### src/rtl/hazard_ctrl_pkg.sv
// Shared pipeline definitions: hazard FSM state encodings and the NOP instruction word.
package hazard_ctrl_pkg;

  // Hazard controller states; encoding 3 is never entered deliberately and falls back to RUN
  typedef enum logic [1:0] {
    ST_RUN      = 2'd0,
    ST_MEM_WAIT = 2'd1,
    ST_FLUSH    = 2'd2,
    ST_UNUSED   = 2'd3
  } state_t;

  // ADDI x0, x0, 0 -- the word a squashed pipeline register is loaded with
  localparam logic [31:0] NOP_INSTR = 32'h00000013;

endpackage

### src/rtl/hazard_ctrl_detect.sv
// Load-use comparator: flags when the ID instruction reads a register that an EX load is still producing.
module hazard_detect
  import hazard_ctrl_pkg::*;
#(
  parameter int REG_NUM_BITWIDTH = 5
) (
  input  logic [REG_NUM_BITWIDTH-1:0] i_id_rs1,
  input  logic [REG_NUM_BITWIDTH-1:0] i_id_rs2,
  input  logic                        i_id_uses_rs1,
  input  logic                        i_id_uses_rs2,
  input  logic [REG_NUM_BITWIDTH-1:0] i_ex_rd,
  input  logic                        i_ex_mem_read,
  output logic                        o_load_use
);

  logic w_load_pending;
  logic w_rs1_hit;
  logic w_rs2_hit;

  // A load into x0 never produces a value anyone waits for, so it is excluded up front
  always_comb begin
    w_load_pending = i_ex_mem_read && (i_ex_rd != '0);
    w_rs1_hit      = i_id_uses_rs1 && (i_id_rs1 == i_ex_rd);
    w_rs2_hit      = i_id_uses_rs2 && (i_id_rs2 == i_ex_rd);
    o_load_use     = w_load_pending && (w_rs1_hit || w_rs2_hit);
  end

endmodule

### src/rtl/hazard_ctrl.sv
// Pipeline hazard controller: memory wait, redirect flush and load-use stall, plus a stall-cycle counter.
module hazard_ctrl
  import hazard_ctrl_pkg::*;
#(
  parameter int REG_NUM_BITWIDTH = 5,
  parameter int CNT_BITWIDTH     = 16
) (
  input  logic                        clk,
  input  logic                        rst,
  input  logic [REG_NUM_BITWIDTH-1:0] id_rs1,
  input  logic [REG_NUM_BITWIDTH-1:0] id_rs2,
  input  logic                        id_uses_rs1,
  input  logic                        id_uses_rs2,
  input  logic [REG_NUM_BITWIDTH-1:0] ex_rd,
  input  logic                        ex_mem_read,
  input  logic                        ex_branch_taken,
  input  logic                        mem_busy,
  input  logic                        clr_stats,
  output logic                        pc_hold,
  output logic                        hz_write,
  output logic                        if_id_flush,
  output logic                        id_ex_bubble,
  output logic                        ex_mem_hold,
  output logic [CNT_BITWIDTH-1:0]     stall_count,
  output logic [1:0]                  state_o
);

  localparam logic [CNT_BITWIDTH-1:0] CNT_ONE = {{(CNT_BITWIDTH-1){1'b0}}, 1'b1};
  localparam logic [CNT_BITWIDTH-1:0] CNT_MAX = {CNT_BITWIDTH{1'b1}};

  state_t                  r_state;
  logic [CNT_BITWIDTH-1:0] r_stall_count;

  state_t w_next_state;
  logic   w_load_use;
  logic   w_in_flush;
  logic   w_pc_hold;
  logic   w_hz_write;
  logic   w_if_id_flush;
  logic   w_id_ex_bubble;
  logic   w_ex_mem_hold;

  hazard_detect #(
    .REG_NUM_BITWIDTH(REG_NUM_BITWIDTH)
  ) u_detect (
    .i_id_rs1      (id_rs1),
    .i_id_rs2      (id_rs2),
    .i_id_uses_rs1 (id_uses_rs1),
    .i_id_uses_rs2 (id_uses_rs2),
    .i_ex_rd       (ex_rd),
    .i_ex_mem_read (ex_mem_read),
    .o_load_use    (w_load_use)
  );

  // Only FLUSH carries obligations into the next cycle; MEM_WAIT and the unused code behave like RUN
  always_comb begin
    case (r_state)
      ST_FLUSH: w_in_flush = 1'b1;
      default:  w_in_flush = 1'b0;
    endcase
  end

  // Control outputs and next state from the current state and inputs, highest priority first
  always_comb begin
    w_pc_hold      = 1'b0;
    w_hz_write     = 1'b0;
    w_if_id_flush  = 1'b0;
    w_id_ex_bubble = 1'b0;
    w_ex_mem_hold  = 1'b0;
    w_next_state   = ST_RUN;
    if (rst) begin
      w_next_state = ST_RUN;
    end else if (mem_busy) begin
      w_pc_hold     = 1'b1;
      w_hz_write    = 1'b1;
      w_ex_mem_hold = 1'b1;
      w_next_state  = ST_MEM_WAIT;
    end else if (ex_branch_taken) begin
      w_if_id_flush  = 1'b1;
      w_id_ex_bubble = 1'b1;
      w_next_state   = ST_FLUSH;
    end else if (w_in_flush) begin
      // The instruction in ID is the wrong-path fetch, so squashing it beats any load-use stall on it
      w_if_id_flush = 1'b1;
      w_next_state  = ST_RUN;
    end else if (w_load_use) begin
      w_pc_hold      = 1'b1;
      w_hz_write     = 1'b1;
      w_id_ex_bubble = 1'b1;
      w_next_state   = ST_RUN;
    end
  end

  // FSM state and saturating stall counter; clearing the statistics wins over counting
  always_ff @(posedge clk or posedge rst) begin
    if (rst) begin
      r_state       <= ST_RUN;
      r_stall_count <= '0;
    end else begin
      r_state <= w_next_state;
      if (clr_stats) begin
        r_stall_count <= '0;
      end else if (w_pc_hold && (r_stall_count != CNT_MAX)) begin
        r_stall_count <= r_stall_count + CNT_ONE;
      end
    end
  end

  assign pc_hold      = w_pc_hold;
  assign hz_write     = w_hz_write;
  assign if_id_flush  = w_if_id_flush;
  assign id_ex_bubble = w_id_ex_bubble;
  assign ex_mem_hold  = w_ex_mem_hold;
  assign stall_count  = r_stall_count;
  assign state_o      = r_state;

endmodule

### config.mk
export PLATFORM = sky130hd
export DESIGN_NAME = hazard_ctrl
export DESIGN_NICKNAME = d
export VERILOG_FILES = /design/src/rtl/hazard_ctrl_pkg.sv /design/src/rtl/hazard_ctrl_detect.sv /design/src/rtl/hazard_ctrl.sv
export SDC_FILE = /design/constraint.sdc
export NUM_CORES = 1
export LEC_CHECK = 0
export ABC_AREA = 1
export BUFFER_PORTS_ARGS = -buffer_cell sky130_fd_sc_hd__buf_2
export CAP_MARGIN = 10
export CORE_AREA = 2 2 51 72
export DETAILED_ROUTE_END_ITERATION = 6
export DIE_AREA = 0 0 53 74
export HOLD_SLACK_MARGIN = 0.15
export PLACE_DENSITY = 0.72
export SLEW_MARGIN = 0
export SYNTH_ARGS = -nofsm -noshare
export SYNTH_HDL_FRONTEND = slang
export SYNTH_SLANG_ARGS = --single-unit
### constraint.sdc
create_clock -name clk -period 1.57 [get_ports clk]
set_input_delay 0.0785 -clock clk [delete_from_list [all_inputs] [get_ports clk]]
set_output_delay 0.0785 -clock clk [all_outputs]
set_load 0.02 [all_outputs]
# Word level (Yosys, flattened, before mapping)
# Index checks and enable logic that the tools add are counted.
# totals
input_bits	23
out_inout_bits	23
regBits	18
# op_classes
addsub	1
reduce_logical	8
eq_ne	4
n_mux	20
# op_table
cell	n
2-to-1 mux 16 bit	2
adder 16 x 1 -> 16 bit (second input constant)	1
inequality test 16 bit (second input constant)	1
2-to-1 mux 1 bit	15
== test 5 bit	2
2-to-1 mux 2 bit	3
logical AND 1 bit	5
nonzero test 5 bit	1
== test 2 bit (second input constant)	1
nonzero test 2 bit	1
logical OR 1 bit	1

# Longest topological paths before layout
# depth
ltp_word	12
ltp_mapped	12
depth_no_buf	11

# Modules after synthesis
# Synthesis repeated with hierarchy kept, for this count alone.
# hier_totals
cells_unflattened	224
hier_area_um2	1402.6
# modules_own_cells
mod	cells_per_inst	seq_area_each_um2	instances	area_each_um2
hazard_ctrl	170	450.4	1	1186.1
hazard_detect	54	0.0	1	216.5

# Worst setup path after synthesis
# No wires, ideal clock.
# synth_path
kind	flip-flop to flip-flop
start	register r_stall_count[0], in the netlist stall_count[0]
end	register r_stall_count[11], in the netlist stall_count[11]
arrival_time_ns	1.581
t_required_ns	1.451
path_buffers	1
slack_ns	-0.130
stages_incl_launch_ff	10
setup_ns	0.119
period_less_slack_ns	1.700
path_cell_list	dfrtp_1 > ha_1 > nand3_1 > inv_2 > nand2_2 > nor2_4 > nand4_4 > buf_2 > nand4_1 > nand2_1
# synth_between
elab_chain_cells	3
elab_cells_between_ends	6
cone_classes	add/sub (1); eq/ne (1); mux (2); reduce/logical (2)
# synth_rtl
item	line_no	text
from (decl)	hazard_ctrl.sv:32	logic [CNT_BITWIDTH-1:0] r_stall_count;
from (signal assigned)	hazard_ctrl.sv:104	r_stall_count <= r_stall_count + CNT_ONE;
adder 16 x 1 -> 16 bit or inequality test 16 bit (tied branches)	hazard_ctrl.sv:104, hazard_ctrl.sv:103	
2-to-1 mux 16 bit or logical AND 1 bit (tied branches)	hazard_ctrl.sv:103	end else if (w_pc_hold && (r_stall_count != CNT_MAX)) begin
2-to-1 mux 16 bit or nonzero test 2 bit (tied branches)	--	
# Parallel ways exist; a longest one is shown, timed or not. The select of a mux whose other input is x is not followed.
# A chain may end at the register's enable or synchronous reset.

# Worst setup path in the final report
# layout_path
start	register r_stall_count[1], in the netlist stall_count[1]
end	register r_stall_count[6], in the netlist stall_count[6]
# Same word-level chain as after synthesis.

==> summary.md <==
Run status
* outcome: complete, no violations

Final layout
* final cell area excluding filler cells: 0.001886 mm²
* Non-Filler Instances: 310
* filler instances: 333
* Layout Nets: 295
* ANT cells: 0
* Finished Core Util: 57.41%
* post-synthesis to final-layout area growth: 33.72%
* share of cells above drive strength 1: 29.63%

Detailed routing
* starting DRC count in detailed routing: 33
* via density per instance: 5.061
* iteration count of the initial detailed-routing pass: 4
* Routed WL: 3769 µm
* routed wire length per instance: 12.16 µm
* number of vias after detailed routing: 1569
* number of remaining DRC errors: 0
* count of nets left with antenna violations after detail routing: 0

Setup path
* critical path peak fanout: 9
* worst path required time: 1720 ps
* worst path bufs/invs: 2
* delay of the slowest cell on the worst path: 420 ps
* critical path arrival: 1670 ps
* launching point of the worst reg2reg path: stall_count[1]
* worst setup path startpoint: stall_count[1]
* start-to-end type of the worst setup path: flip-flop to flip-flop
* Critical Path End Type: flip-flop
* Worst setup SP type: flip-flop
* series of cell instances along the critical path: ha_4 -> nand3_4 -> inv_4 -> nand2_4 -> nor2_4 -> nand4_4 -> buf_6 -> nand4_1 -> nand2_1
* largest delay contributor family on the critical path: simple AND/OR/NAND/NOR gates
* slowest cell on the critical path: dfrtp_2

Timing
* worst setup margin: 49.21 ps
* Tcrit/Tclk final: 96.87%
* clock skew after layout: 0.8930 ps
* RSZ-0062 raised after global routing: true
* final setup TNS: 0 ps
* number of pins exceeding their max-slew limit in the final report: 0
* Final Hold Fails: 0
* minimum hold slack: 344.4 ps
* Slew Limit Headroom: 78.89%
* Least-Margin Pin Slew: 315.5 ps
* clock period minus final worst setup slack: 1521 ps
* number of setup violations in the final report: 0
* maximum clock rate: 0.6576 GHz

Pwr
* Int Pwr: 0.7630 mW
* net switching power of the design: 0.2827 mW
* sequential cell fraction of total power: 45.4%
* pwr dens: 554.6 mW/mm²
* Clock power frac: 37.2%
* switching share of power: 27.03%
* total design power: 1.046 mW
* leak pwr: 1.161 nW
* portion of total power attributed to combinational logic: 17.4%
* peak supply drop: 0.5518 mV

Floorplan
* initial core utilization: 42.93%
* core area: 0.003284 mm²
* number of core rows: 25
* floorplan die area: 0.003922 mm²
* Vert. Die Dim: 74 µm
* Boundary Pins: 46
* width of the die: 53 µm

Run
* number of max-cap violations: 0

Clock network
* clock buffer depth: 2
* clock net sink count: 18
* clock root buffer master: clkbuf_8
* H-Tree Depth: 1
* TritonCTS clock tree: built
* clock network latency to the later pin of the worst-skew pair: 260 ps
* number of clock buffers inserted by TritonCTS: 3
* clk slew on worst S/H paths: 70 ps

Synthesis
* YS warnings: 0
* most used flip-flop cell after synthesis: dfrtp_1
* Synth Area in XOR/XNOR: 8.075%
* number of enable flip-flop cells after synthesis: 0
* area share of and/or/nand/nor cells after synthesis: 45.61%
* top cell types by occurrence after synthesis: nand2_1, inv_1, nand3_1
* cells after synthesis: 214
* number of nets produced by synthesis: 238
* Cell Area, Synth: 0.001410 mm²
* compound-cell area share of the yosys netlist: 1.154%
* mux cell area share after synthesis: 0%
* cell accounting for the most synthesized area: dfrtp_1
* sequential-to-total area share from yosys stat: 31.94%
* biggest area contributors in the synthesized netlist: dfrtp_1, nand2_1, nand3_1
* Yosys top cell area share: 31.94%
* number of synthesized register bits: 18
* count leader, synth: nand2_1
* share of synthesized flip-flops with an asynchronous set or reset: 100.0%
* dominant combinational cell family by area after synthesis: simple AND/OR/NAND/NOR gates
* count of unique library cells instantiated by Yosys: 21
* Post-Syn Area per Cell: 6.589 µm²
* Synth Area in Adders: 0.8873%

Hold path
* class of the tightest hold or removal check: input pin to flip-flop
* startpoint of the lowest-slack hold path: clr_stats

Global routing
* maximum number of pins on one net before global-route repair: 33
* number of antenna violations at the first check in global routing: 0
* total overflow reported by the global router: 0
* via count of the first global-routing pass: 1386
* GRT Total Usage: 20.10%
* first-pass GRT wire length: 5940 µm

Placement
* port bufs: 45
* placement-stage cell area: 0.001715 mm²
* Placed Cells: 299
* post-place setup slack: 63.83 ps
* gpl congestion: 0.8519
* placed wire-length estimate after detailed placement: 2653 µm

-- kinds of logic after synthesis --
| group | Yosys count |
|---|---|
| AND/OR/NAND/NOR | 137 |
| buffers and inverters | 42 |
| flip-flops | 18 |
| XOR/XNOR | 13 |
| AO/OA/AOI/OAI | 3 |
| adder cells (fa/ha/maj) | 1 |
-- worst min-delay path: cells and delay by family --
family / cells / cell delay, ps
buffers and inverters: 3 / 330
and+or+nand+nor: 2 / 160
-- repair_timing --
item                                    in CTS  in global routing
hold endpoints to repair                    20                  0
pin swaps                                    0                 12
resized for setup                            2                 13
endpoints found under the setup margin       2                 18
buffers inserted                             0                  4
gates cloned                                 0                  0
hold buffers                                 3                  0
-- cells in the final DEF, fill, tap and decap left out --
cell type,count
nand2_1,60
buf_2,45
inv_1,33
nand3_1,25
nor2_1,22
nand4_1,19
xor2_1,12
dfrtp_1,12
buf_4,8
dfrtp_2,6
clkbuf_8,4
dlygate4sd3_1,3
buf_6,3
nor2_2,2
nand2_4,2
nor2_4,2
a21oi_1,2
inv_2,1
nand3_2,1
nand3_4,1
inv_4,1
nand2_2,1
nand4_4,1
nand2_8,1
o22ai_1,1
xnor2_1,1
ha_4,1
-- state kept, by name, summed over array words and instances, names as in the netlist --
signal and flops:
stall_count 16, state_o 2
-- power groups by stage --
stage               sequential, mW  clock (mW)  combinational [mW]
floorplan                    0.491           0              0.0959
global placement             0.484           0               0.166
detailed placement           0.484           0               0.166
CTS                          0.475       0.388               0.175
global route                 0.476       0.409               0.201
finish                       0.475       0.389               0.182
-- routing by layer --
layer / part of all wire, % / GRT usage (%) / vias up
met1: 37 / 22.91 / 710
met3: 5.6 / 1.406 / 11
li1: - / - / 792
met4: 2.9 / 7.977 / 0
met2: 54 / 37.92 / 56
met5: 0 / 0 / -
-- cell type report --
class	instances	area [µm²]	area share [%]
well taps	40	50.05	2.654
multi-input cells	154	839.6	44.53
clock buffers	4	55.05	2.920
flip-flops and latches	18	457.9	24.29
repair buffers	59	349.1	18.51
inverters	35	133.9	7.100
-- worst paths after layout --
path	to	slack [ps]	cells after the start
max reg2reg	stall_count[6]	50	9
max	stall_count[6]	50	9
min in group asynchronous	state_o[1]	460	4
max in group asynchronous	stall_count[0]	890	4
min reg2reg	stall_count[4]	580	2
min	stall_count[4]	340	5
Note: power is estimated with default switching activity, not from simulation.
